[src/rtl/instruction_decode_stage_pkg.sv]
// Shared opcode map, instruction field positions and decode class encoding.
// Pure declarations, no latency or flow control.
package instruction_decode_stage_pkg;

  localparam logic [5:0] OP_RTYPE = 6'h00;
  localparam logic [5:0] OP_JPC   = 6'h02;
  localparam logic [5:0] OP_BEQZ  = 6'h04;
  localparam logic [5:0] OP_BNEZ  = 6'h05;
  localparam logic [5:0] OP_BRFL  = 6'h06;
  localparam logic [5:0] OP_ADDI  = 6'h08;
  localparam logic [5:0] OP_SUBI  = 6'h0A;
  localparam logic [5:0] OP_ANDI  = 6'h0C;
  localparam logic [5:0] OP_ORI   = 6'h0D;
  localparam logic [5:0] OP_JR    = 6'h12;
  localparam logic [5:0] OP_LW    = 6'h23;
  localparam logic [5:0] OP_SW    = 6'h2B;

  localparam int OPCODE_LSB = 26;
  localparam int RS1_LSB    = 21;
  localparam int RS2_LSB    = 16;
  localparam int RD_R_LSB   = 11;
  localparam int RD_I_LSB   = 16;
  localparam int FUNC_LSB   = 0;
  localparam int IMM_LSB    = 0;
  localparam int PC_OFF_LSB = 0;

  typedef enum logic [3:0] {
    CLS_NOP,
    CLS_RTYPE,
    CLS_ALU_IMM_S,
    CLS_ALU_IMM_Z,
    CLS_LOAD,
    CLS_STORE,
    CLS_BRANCH,
    CLS_JUMP_REG,
    CLS_JUMP_PC,
    CLS_ILLEGAL
  } inst_class_e;

  // An all-zero word is a NOP even though its opcode aliases R-type.
  function automatic inst_class_e classify(input logic [5:0] opcode, input logic all_zero);
    inst_class_e c;
    c = CLS_ILLEGAL;
    if (all_zero) begin
      c = CLS_NOP;
    end else begin
      case (opcode)
        OP_RTYPE:                 c = CLS_RTYPE;
        OP_ADDI, OP_SUBI:         c = CLS_ALU_IMM_S;
        OP_ANDI, OP_ORI:          c = CLS_ALU_IMM_Z;
        OP_LW:                    c = CLS_LOAD;
        OP_SW:                    c = CLS_STORE;
        OP_BEQZ, OP_BNEZ, OP_BRFL: c = CLS_BRANCH;
        OP_JR:                    c = CLS_JUMP_REG;
        OP_JPC:                   c = CLS_JUMP_PC;
        default:                  c = CLS_ILLEGAL;
      endcase
    end
    return c;
  endfunction

endpackage

[src/rtl/instruction_decode_stage_field_decoder.sv]
// Combinational instruction field decoder: produces the next decode entry and
// which source register fields the instruction actually reads. Zero latency.
module instruction_field_decoder
  import instruction_decode_stage_pkg::*;
#(
  parameter int INSTRUCTION_WIDTH = 32,
  parameter int OPCODE_WIDTH      = 6,
  parameter int FUNCTION_WIDTH    = 6,
  parameter int REG_ADDR_WIDTH    = 5,
  parameter int IMMEDIATE_WIDTH   = 16,
  parameter int PC_OFFSET_WIDTH   = 26,
  parameter int DATA_WIDTH        = 32
) (
  input  logic [INSTRUCTION_WIDTH-1:0] i_instruction,
  output logic [OPCODE_WIDTH-1:0]      o_opcode,
  output logic [FUNCTION_WIDTH-1:0]    o_function,
  output logic [REG_ADDR_WIDTH-1:0]    o_rs1,
  output logic [REG_ADDR_WIDTH-1:0]    o_rs2,
  output logic [REG_ADDR_WIDTH-1:0]    o_rd,
  output logic                         o_reg_wr_en,
  output logic [DATA_WIDTH-1:0]        o_immediate,
  output logic                         o_imm_inst,
  output logic [PC_OFFSET_WIDTH-1:0]   o_pc_offset,
  output logic                         o_mem_rd_en,
  output logic                         o_mem_wr_en,
  output logic                         o_wb_sel,
  output logic                         o_branch,
  output logic                         o_jump,
  output logic                         o_jump_use_r,
  output logic                         o_illegal,
  output logic                         o_use_rs1,
  output logic                         o_use_rs2
);

  logic [OPCODE_WIDTH-1:0]    w_opcode;
  logic [FUNCTION_WIDTH-1:0]  w_func;
  logic [REG_ADDR_WIDTH-1:0]  w_rs1, w_rs2, w_rd_r, w_rd_i;
  logic [IMMEDIATE_WIDTH-1:0] w_imm;
  logic [DATA_WIDTH-1:0]      w_imm_sext, w_imm_zext;
  logic [PC_OFFSET_WIDTH-1:0] w_pc_off;
  inst_class_e                w_class;

  assign w_opcode   = i_instruction[OPCODE_LSB +: OPCODE_WIDTH];
  assign w_func     = i_instruction[FUNC_LSB +: FUNCTION_WIDTH];
  assign w_rs1      = i_instruction[RS1_LSB +: REG_ADDR_WIDTH];
  assign w_rs2      = i_instruction[RS2_LSB +: REG_ADDR_WIDTH];
  assign w_rd_r     = i_instruction[RD_R_LSB +: REG_ADDR_WIDTH];
  assign w_rd_i     = i_instruction[RD_I_LSB +: REG_ADDR_WIDTH];
  assign w_imm      = i_instruction[IMM_LSB +: IMMEDIATE_WIDTH];
  assign w_pc_off   = i_instruction[PC_OFF_LSB +: PC_OFFSET_WIDTH];
  assign w_imm_sext = {{(DATA_WIDTH-IMMEDIATE_WIDTH){w_imm[IMMEDIATE_WIDTH-1]}}, w_imm};
  assign w_imm_zext = {{(DATA_WIDTH-IMMEDIATE_WIDTH){1'b0}}, w_imm};
  assign w_class    = classify(w_opcode, i_instruction == '0);

  always_comb begin
    o_opcode     = w_opcode;
    o_function   = '0;
    o_rs1        = '0;
    o_rs2        = '0;
    o_rd         = '0;
    o_reg_wr_en  = 1'b0;
    o_immediate  = '0;
    o_imm_inst   = 1'b0;
    o_pc_offset  = '0;
    o_mem_rd_en  = 1'b0;
    o_mem_wr_en  = 1'b0;
    o_wb_sel     = 1'b0;
    o_branch     = 1'b0;
    o_jump       = 1'b0;
    o_jump_use_r = 1'b0;
    o_illegal    = 1'b0;
    o_use_rs1    = 1'b0;
    o_use_rs2    = 1'b0;
    case (w_class)
      CLS_RTYPE: begin
        o_rs1 = w_rs1;  o_rs2 = w_rs2;  o_rd = w_rd_r;  o_function = w_func;
        o_reg_wr_en = 1'b1;  o_use_rs1 = 1'b1;  o_use_rs2 = 1'b1;
      end
      CLS_ALU_IMM_S, CLS_ALU_IMM_Z, CLS_LOAD: begin
        o_rs1 = w_rs1;  o_rd = w_rd_i;  o_reg_wr_en = 1'b1;
        o_imm_inst = 1'b1;  o_use_rs1 = 1'b1;
        o_immediate = (w_class == CLS_ALU_IMM_Z) ? w_imm_zext : w_imm_sext;
        o_mem_rd_en = (w_class == CLS_LOAD);
        o_wb_sel    = (w_class == CLS_LOAD);
      end
      CLS_STORE: begin
        o_rs1 = w_rs1;  o_rs2 = w_rs2;  o_immediate = w_imm_sext;  o_imm_inst = 1'b1;
        o_mem_wr_en = 1'b1;  o_use_rs1 = 1'b1;  o_use_rs2 = 1'b1;
      end
      CLS_BRANCH: begin
        o_rs1 = w_rs1;  o_immediate = w_imm_sext;  o_branch = 1'b1;  o_use_rs1 = 1'b1;
      end
      CLS_JUMP_REG: begin
        o_rs1 = w_rs1;  o_jump = 1'b1;  o_jump_use_r = 1'b1;  o_use_rs1 = 1'b1;
      end
      CLS_JUMP_PC: begin
        o_pc_offset = w_pc_off;  o_jump = 1'b1;
      end
      CLS_ILLEGAL: o_illegal = 1'b1;
      default: begin
      end
    endcase
  end

endmodule

[src/rtl/instruction_decode_stage.sv]
// One-entry registered decode stage, 1-cycle latency, valid/ready both sides;
// optional load-use bubble insertion under DECODE_HAZARD_DETECT_EN.
module instruction_decode_stage
  import instruction_decode_stage_pkg::*;
#(
  parameter int INSTRUCTION_WIDTH = 32,
  parameter int OPCODE_WIDTH      = 6,
  parameter int FUNCTION_WIDTH    = 6,
  parameter int REG_ADDR_WIDTH    = 5,
  parameter int IMMEDIATE_WIDTH   = 16,
  parameter int PC_OFFSET_WIDTH   = 26,
  parameter int PC_WIDTH          = 32,
  parameter int DATA_WIDTH        = 32,
  parameter int STALL_CNT_WIDTH   = 16
) (
  input  logic                         clk,
  input  logic                         rst,
  input  logic                         in_valid,
  output logic                         in_ready,
  input  logic [INSTRUCTION_WIDTH-1:0] instruction_in,
  input  logic [PC_WIDTH-1:0]          pc_in,
  input  logic                         flush,
  output logic                         out_valid,
  input  logic                         out_ready,
  output logic [OPCODE_WIDTH-1:0]      opcode_out,
  output logic [FUNCTION_WIDTH-1:0]    inst_function_out,
  output logic [REG_ADDR_WIDTH-1:0]    read_address1_out,
  output logic [REG_ADDR_WIDTH-1:0]    read_address2_out,
  output logic [REG_ADDR_WIDTH-1:0]    reg_wr_addr_out,
  output logic                         reg_wr_en_out,
  output logic [DATA_WIDTH-1:0]        immediate_out,
  output logic                         imm_inst_out,
  output logic [PC_OFFSET_WIDTH-1:0]   pc_offset_out,
  output logic [PC_WIDTH-1:0]          pc_out,
  output logic                         mem_data_rd_en_out,
  output logic                         mem_data_wr_en_out,
  output logic                         write_back_mux_sel_out,
  output logic                         branch_inst_out,
  output logic                         jump_inst_out,
  output logic                         jump_use_r_out,
  output logic                         illegal_inst_out,
  output logic                         stall_out,
  output logic [STALL_CNT_WIDTH-1:0]   stall_count_out
);

  typedef struct packed {
    logic [OPCODE_WIDTH-1:0]    opcode;
    logic [FUNCTION_WIDTH-1:0]  func;
    logic [REG_ADDR_WIDTH-1:0]  rs1;
    logic [REG_ADDR_WIDTH-1:0]  rs2;
    logic [REG_ADDR_WIDTH-1:0]  rd;
    logic                       reg_wr_en;
    logic [DATA_WIDTH-1:0]      imm;
    logic                       imm_inst;
    logic [PC_OFFSET_WIDTH-1:0] pc_off;
    logic [PC_WIDTH-1:0]        pc;
    logic                       mem_rd_en;
    logic                       mem_wr_en;
    logic                       wb_sel;
    logic                       branch;
    logic                       jump;
    logic                       jump_use_r;
    logic                       illegal;
  } entry_t;

  entry_t                     w_dec;
  entry_t                     r_entry;
  logic                       r_out_valid;
  logic [STALL_CNT_WIDTH-1:0] r_stall_count;
  logic                       w_use_rs1, w_use_rs2;
  logic                       w_hazard, w_stall, w_hold;

  assign w_dec.pc = pc_in;

  instruction_field_decoder #(
    .INSTRUCTION_WIDTH(INSTRUCTION_WIDTH), .OPCODE_WIDTH(OPCODE_WIDTH),
    .FUNCTION_WIDTH(FUNCTION_WIDTH), .REG_ADDR_WIDTH(REG_ADDR_WIDTH),
    .IMMEDIATE_WIDTH(IMMEDIATE_WIDTH), .PC_OFFSET_WIDTH(PC_OFFSET_WIDTH),
    .DATA_WIDTH(DATA_WIDTH)
  ) u_field_decoder (
    .i_instruction(instruction_in),
    .o_opcode(w_dec.opcode),       .o_function(w_dec.func),
    .o_rs1(w_dec.rs1),             .o_rs2(w_dec.rs2),
    .o_rd(w_dec.rd),               .o_reg_wr_en(w_dec.reg_wr_en),
    .o_immediate(w_dec.imm),       .o_imm_inst(w_dec.imm_inst),
    .o_pc_offset(w_dec.pc_off),    .o_mem_rd_en(w_dec.mem_rd_en),
    .o_mem_wr_en(w_dec.mem_wr_en), .o_wb_sel(w_dec.wb_sel),
    .o_branch(w_dec.branch),       .o_jump(w_dec.jump),
    .o_jump_use_r(w_dec.jump_use_r), .o_illegal(w_dec.illegal),
    .o_use_rs1(w_use_rs1),         .o_use_rs2(w_use_rs2)
  );

`ifdef DECODE_HAZARD_DETECT_EN
  // Load-use: the held load's result is not yet available to a reader behind it.
  logic w_src_match;
  assign w_src_match = (w_use_rs1 && (w_dec.rs1 == r_entry.rd)) ||
                       (w_use_rs2 && (w_dec.rs2 == r_entry.rd));
  assign w_hazard = r_out_valid && r_entry.mem_rd_en && (r_entry.rd != '0) &&
                    in_valid && w_src_match;
`else
  logic w_unused_src;
  assign w_unused_src = w_use_rs1 ^ w_use_rs2;
  assign w_hazard     = 1'b0;
`endif

  assign w_hold    = r_out_valid && !out_ready;
  assign w_stall   = w_hazard && out_ready && !flush;
  assign in_ready  = !rst && (flush || ((!r_out_valid || out_ready) && !w_hazard));
  assign stall_out = w_stall;

  always_ff @(posedge clk or posedge rst) begin
    if (rst) begin
      r_out_valid <= 1'b0;
      r_entry     <= '0;
    end else if (flush) begin
      r_out_valid <= 1'b0;
      r_entry     <= '0;
    end else if (w_hold) begin
      r_out_valid <= r_out_valid;
    end else if (in_valid && !w_hazard) begin
      r_out_valid <= 1'b1;
      r_entry     <= w_dec;
    end else begin
      r_out_valid <= 1'b0;
      r_entry     <= '0;
    end
  end

  always_ff @(posedge clk or posedge rst) begin
    if (rst) begin
      r_stall_count <= '0;
    end else if (w_stall && (r_stall_count != {STALL_CNT_WIDTH{1'b1}})) begin
      r_stall_count <= r_stall_count + 1'b1;
    end
  end

  assign out_valid              = r_out_valid;
  assign stall_count_out        = r_stall_count;
  assign opcode_out             = r_entry.opcode;
  assign inst_function_out      = r_entry.func;
  assign read_address1_out      = r_entry.rs1;
  assign read_address2_out      = r_entry.rs2;
  assign reg_wr_addr_out        = r_entry.rd;
  assign reg_wr_en_out          = r_entry.reg_wr_en;
  assign immediate_out          = r_entry.imm;
  assign imm_inst_out           = r_entry.imm_inst;
  assign pc_offset_out          = r_entry.pc_off;
  assign pc_out                 = r_entry.pc;
  assign mem_data_rd_en_out     = r_entry.mem_rd_en;
  assign mem_data_wr_en_out     = r_entry.mem_wr_en;
  assign write_back_mux_sel_out = r_entry.wb_sel;
  assign branch_inst_out        = r_entry.branch;
  assign jump_inst_out          = r_entry.jump;
  assign jump_use_r_out         = r_entry.jump_use_r;
  assign illegal_inst_out       = r_entry.illegal;

endmodule

[config.mk]
export PLATFORM = sky130hd
export DESIGN_NAME = instruction_decode_stage
export DESIGN_NICKNAME = d
export VERILOG_FILES = /design/src/rtl/instruction_decode_stage_pkg.sv /design/src/rtl/instruction_decode_stage_field_decoder.sv /design/src/rtl/instruction_decode_stage.sv
export SDC_FILE = /design/constraint.sdc
export NUM_CORES = 1
export LEC_CHECK = 0
export CORE_MARGIN = 1
export CORE_UTILIZATION = 35
export DETAILED_ROUTE_END_ITERATION = 10
export GPL_TIMING_DRIVEN = 0
export MAX_ROUTING_LAYER = met4
export PLACE_DENSITY = 0.8
export SLEW_MARGIN = 20
export SYNTH_ARGS = -nofsm -noshare
export SYNTH_HDL_FRONTEND = slang
export SYNTH_SLANG_ARGS = --single-unit
[constraint.sdc]
create_clock -name clk -period 4.81 [get_ports clk]
set_clock_uncertainty 0.15 [all_clocks]
set_input_delay 0.7215 -clock clk [delete_from_list [all_inputs] [get_ports clk]]
set_output_delay 0.7215 -clock clk [all_outputs]
set_load 0.02 [all_outputs]
==> Yosys cells after proc, flatten, opt, wreduce, memory -nomap -nowiden <==
Cells that the tools add are included.
{ "totals": {"regBits": 127, "input_bits": 69, "out_inout_bits": 145} }
{ "op_classes": {"n_eq_ne": 21, "n_mux": 23, "n_reduce_logical": 19} }
{ "op_table": {"columns": ["op", "count"], "rows": [
  ["2-to-1 mux 126 bit", 3],
  ["one-hot mux 32 bit (2 select lines)", 1],
  ["logical NOT 32 bit", 1],
  ["2-to-1 mux 32 bit", 1],
  ["one-hot mux 4 bit (8 select lines)", 1],
  ["2-to-1 mux 26 bit", 1],
  ["equality test 6 x 4 -> 1 bit, second input constant", 4],
  ["equality test 6 x 3 -> 1 bit, second input constant", 3],
  ["equality test 4 x 3 -> 1 bit, second input constant", 4],
  ["equality test 6 bit, second input constant", 2],
  ["2-to-1 mux 1 bit", 11],
  ["2-to-1 mux 5 bit", 2],
  ["one-hot mux 5 bit (2 select lines)", 1],
  ["OR reduction 2 bit", 5],
  ["equality test 4 x 2 -> 1 bit, second input constant", 2],
  ["equality test 4 bit, second input constant", 2],
  ["OR reduction 4 bit", 2],
  ["OR reduction 7 bit", 1],
  ["equality test 6 x 2 -> 1 bit, second input constant", 1],
  ["equality test 6 x 5 -> 1 bit, second input constant", 1],
  ["logical NOT 6 bit", 1],
  ["2-to-1 mux 6 bit", 1],
  ["OR reduction 3 bit", 2],
  ["equality test 4 x 1 -> 1 bit, second input constant", 1],
  ["other kinds (5)", 9]
]} }

==> Depth between registers and ports, before layout <==
{ "logic_depth": {"depth_word": 10, "ltp_mapped": 8, "mapped_depth_nobuf": 5} }

==> Modules after synthesis <==
From an unflattened synthesis, not the netlist that was laid out.
{ "unflattened": {"hier_cells": 730, "area_unflattened_um2": 6378.6} }
{ "modules_own_cells": {"columns": ["mod", "instances", "cells_per_inst", "area_each_um2", "seq_area_each_um2"], "rows": [
  ["instruction_decode_stage", 1, 586, 5372.7, 3178.0],
  ["instruction_field_decoder", 1, 144, 1006.0, 0.0]
]} }

==> Worst setup path after synthesis <==
OpenSTA, ideal clock, no wires.
{ "synth_path": {"path_kind": "in2reg", "start": "input instruction_in[28]", "end": "register r_entry (netlist bit reg_wr_addr_out[0])", "arrival_ns": 2.389, "required_time_ns": 4.594, "slack_ns": 2.205, "cell_stages": 8, "n_path_buf": 3, "cell_sequence": "buf_2 -> or4_4 -> or3_1 -> o21ba_1 -> buf_4 -> and2_4 -> buf_6 -> a221o_1"} }
{ "synth_via": {"elab_chain_len": 10, "elab_cells_between_ends": 27, "classes_between": "eq/ne: 15; mux: 6; reduce/logical: 6"} }
{ "synth_lines": {"columns": ["element", "line", "rtl"], "rows": [
  ["start: declaration", "instruction_decode_stage.sv:20", "input logic [INSTRUCTION_WIDTH-1:0] instruction_in,"],
  ["equality test 6 x 3 -> 1 bit / equality test 6 x 4 -> 1 bit (equally long branches)", "instruction_decode_stage_pkg.sv:47", "case (opcode)"],
  ["OR reduction 3 bit / OR reduction 2 bit (equally long branches)", "instruction_decode_stage_pkg.sv:47", null],
  ["one-hot mux 4 bit (8 select lines)", "instruction_decode_stage_pkg.sv:47", null],
  ["2-to-1 mux 4 bit (*)", "instruction_decode_stage_pkg.sv:44", "if (all_zero) begin"],
  ["equality test 4 x 2 -> 1 bit, or another cell as far along", null, null],
  ["OR reduction 3 bit", null, null],
  ["one-hot mux 5 bit (2 select lines) (*)", "instruction_decode_stage_field_decoder.sv:74", "case (w_class)"],
  ["2-to-1 mux 126 bit (*)", "instruction_decode_stage.sv:120", "end else if (in_valid && !w_hazard) begin"],
  ["2-to-1 mux 126 bit (*)", "instruction_decode_stage.sv:118", "end else if (w_hold) begin"],
  ["2-to-1 mux 126 bit (*)", "instruction_decode_stage.sv:115", "end else if (flush) begin"],
  ["end signal: assignment", "instruction_decode_stage.sv:122", "r_entry <= w_dec;"],
  ["end: declaration", "instruction_decode_stage.sv:67", "entry_t r_entry;"]
]} }
Mark *: on every way between the ends. The rest lies on a longest branch, timed or not. The select of a mux whose other input is x is not followed.
A chain may end at the register's enable or synchronous reset.

==> Worst setup path after layout <==
{ "layout_path": {"start": "input out_ready", "end": "output in_ready"} }
{ "layout_via": {"elab_chain_len": 3} }
{ "layout_lines": {"columns": ["element", "line", "rtl"], "rows": [
  ["start: declaration", "instruction_decode_stage.sv:24", "input logic out_ready,"],
  ["logical OR 1 bit (2 in a row)", "instruction_decode_stage.sv:108", "assign in_ready = !rst && (flush || ((!r_out_valid || out_ready) && !w_hazard));"],
  ["logical AND 1 bit", "instruction_decode_stage.sv:108", null],
  ["end: declaration", "instruction_decode_stage.sv:19", "output logic in_ready,"]
]} }
Every way passes these cells.

==> impl_metrics.csv <==
group,metric,value,unit
cts,cts.htree.levels,3,
global_route,grt_antenna_before_repair,0,
status,status,"complete, no violations",
yosys,avgSynthCellArea,12.8,um2
setup_path,rr_worst_depth,5,
place,numPortBuffers,193,
setup_path,worst_path_max_delay_cell,"clkdlybuf4s50_1",
drt,dr.pass1.iters,5,
drt,drt_iter0_drc,318,
sta,worst_pin_slew,1.06,ns
yosys,async_flop_share,100,%
drt,routed_wl,14300,um
yosys,syn_area,4640,um2
floorplanning,start_util,36.3,%
yosys,ys_ff_latch,111,
final_layout,finish.utilization,56.1,%
sta,worst_slack,1.00,ns
setup_path,critPathBufInv,4,
sta,fmax,263,MHz
power_and_ir_drop,leakagePower,3.15,nW
final_layout,fill_cells,1073,
setup_path,critPathLaunchType,"primary input",
drt,postRouteAntennaNets,0,
sta,hold_viol,0,
global_route,grt_pass1_wl,21200,um
setup_path,arrival,2.93,ns
floorplanning,io_pins,214,
global_route,track_usage,21.6,%
power_and_ir_drop,p_per_area,273,nW/um2
floorplanning,die_w,117,um
setup_path,required,3.94,ns
place,globalplace.congestion,0.867,
global_route,grt_pass1_vias,3855,
drt,viasPerCell,5.19,
setup_path,end_kind,"primary output",
drt,wl_per_cell,18.8,um
sta,min_period,3.81,ns
cts,insertion_delay,0.35,ns
floorplanning,fp.dieArea,13700,um2
yosys,synth_cell_type_count,41,
floorplanning,core_area,12800,um2
cts,clk_path_buf_depth,2,
setup_path,crit_type,"in -> out",
yosys,ys_seq_area_share,59.9,%
power_and_ir_drop,vdd_drop_max,0.137,mV
final_layout,antennaDiodeCount,0,
drt,route.vias.total,3944,
sta,period_share,79.1,%
global_route,gr-total-overflow,0,
final_layout,final_cell_mix,"clkdlybuf4s50_1 (193), dfrtp_1 (111), a22o_1 (65)",
floorplanning,rows,41,
setup_path,cpLargestDelayFamily,"buffers and inverters",
sta,maxSlewHeadroom,28.4,%
final_layout,mostFrequentLayoutCell,"clkdlybuf4s50_1",
cts,cts_sinks,111,
cts,worst_setup_hold_path_clk_slew,0.07,ns
setup_path,crit_fanout,10,
setup_path,worst-path-stages,7,
final_layout,syn_to_final_growth,54.3,%
place,dp_hpwl,10600,um
cts,cts_tree,"built",
yosys,yosysWarnings,0,
yosys,synth_edf_count,0,
global_route,grt_max_degree,62,
sta,rsz0062_at_grt,"no",
place,dp_worst_setup_slack,0.989,ns
cts,clock-root-buffer,"clkbuf_16",
hold_path,worstHoldPathCells,1,
setup_path,cp_cell_sequence,"clkdlybuf4s50_1, nand2b_1, nor2_1, clkbuf_1, buf_1, nor2_1, clkdlybuf4s50_1",
cts,post-cts-setup-buffers,0,
cts,cts.repair.resized,0,
sta,setup_viol,0,
run,cap_viol_max_count,0,
hold_path,hold_path.class,"reg -> reg",
cts,cts_hold_buf,0,
floorplanning,die_h,117,um
yosys,synthCells,363,
cts,cts_buffers,9,
final_layout,nets,653,
yosys,synth_top_flop_cell,"dfrtp_1",
setup_path,cpPeakStageDelay,0.55,ns
final_layout,drive_gt1_share,10.0,%
sta,drv_slew,0,
drt,drc,0,
[synthesized netlist by cell type, drive strengths merged (2+ instances only)]
cell type | number | area, um2
a211o | 2 | 17.5
nor3b | 2 | 20.0
and2 | 7 | 46.3
o41ai | 2 | 17.5
nand3 | 2 | 10.0
nand2 | 7 | 26.3
a21oi | 3 | 15.0
a211oi | 2 | 15.0
nor2b | 5 | 31.3
dfrtp | 111 | 2780
a32o | 36 | 360
nor4 | 9 | 56.3
a221o | 6 | 61.3
o22ai | 2 | 12.5
nor2 | 9 | 33.8
inv | 3 | 11.3
clkbuf | 26 | 97.6
o21ai | 5 | 25.0
nand2b | 5 | 31.3
buf | 40 | 297
a22o | 65 | 569
[metal layers]
| metal | track usage, % | part of all wire (%) | vias to the layer above |
|---|---|---|---|
| met3 | 4.94 | 7.7 | 21 |
| met1 | 26.9 | 43 | 1945 |
| met4 | 7.76 | 1.7 | 0 |
| met2 | 34.6 | 48 | 185 |
| met5 | - | 0 | - |
| li1 | - | - | 1793 |
[cell type report]
type / instances / area (um2) / share of cell area [%]
Buffer: 66 / 394 / 5.50
Clock buffer: 12 / 256 / 3.58
Clock inverter: 3 / 25.0 / 0.349
Inverter: 3 / 16.3 / 0.227
Multi-Input combinational cell: 199 / 1520 / 21.2
Sequential cell: 111 / 2780 / 38.8
Tap cell: 172 / 215 / 3.01
Timing Repair Buffer: 194 / 1960 / 27.4
[flip-flops by register name, summed over array words and instances (netlist names)]
register            cells
reg_wr_addr_out         5
jump_use_r_out          1
imm_inst_out            1
mem_data_rd_en_out      1
opcode_out              6
pc_offset_out          26
inst_function_out       6
illegal_inst_out        1
mem_data_wr_en_out      1
read_address2_out       5
pc_out                 32
out_valid               1
read_address1_out       5
reg_wr_en_out           1
jump_inst_out           1
branch_inst_out         1
immediate_out          17
[stage by stage]
step           hold slack [ns]  std cells  area, um2  TNS [ns]  power (W)
2_1_floorplan            0.437        379       4700         0    0.00111
3_3_place_gp             0.314        744       6850    -52.06    0.00124
3_5_place_dp             0.320        745       6880         0    0.00125
4_1_cts                  0.340        760       7160         0    0.00197
5_1_grt                  0.353        760       7160         0    0.00203
6_report                 0.338        760       7160         0    0.00195
[path summary, 6_finish.rpt]
| check | start | endpoint | slack (ns) |
|---|---|---|---|
| setup / recovery | out_ready | in_ready | 1.00 |
| hold / removal | jump_use_r_out | jump_use_r_out | 0.34 |
| setup reg to reg | out_valid | immediate_out[9] | 2.35 |
| hold reg to reg | jump_use_r_out | jump_use_r_out | 0.34 |
| max in group asynchronous | rst | pc_out[8] | 3.21 |
| min in group asynchronous | rst | mem_data_wr_en_out | 0.66 |
[kinds of logic (layout without fill, tap and decap cells)]
| logic type | count (synthesis) | after routing | share of synthesized area (%) |
|---|---|---|---|
| buffers and inverters | 69 | 278 | 8.74 |
| DFF | 111 | 111 | 59.9 |
| other | 1 | 17 | 0.0808 |
| AOI/OAI and AO/OA | 131 | 131 | 25.0 |
| and+or+nand+nor | 51 | 51 | 6.34 |
[power by group]
group          leakage, nW  switching [W]  internal (W)
registers             1.53      0.0000115      0.000952
clock network        0.136       0.000338      0.000381
logic                 1.48       0.000145      0.000124
Note: power is estimated with default switching activity, not from simulation.
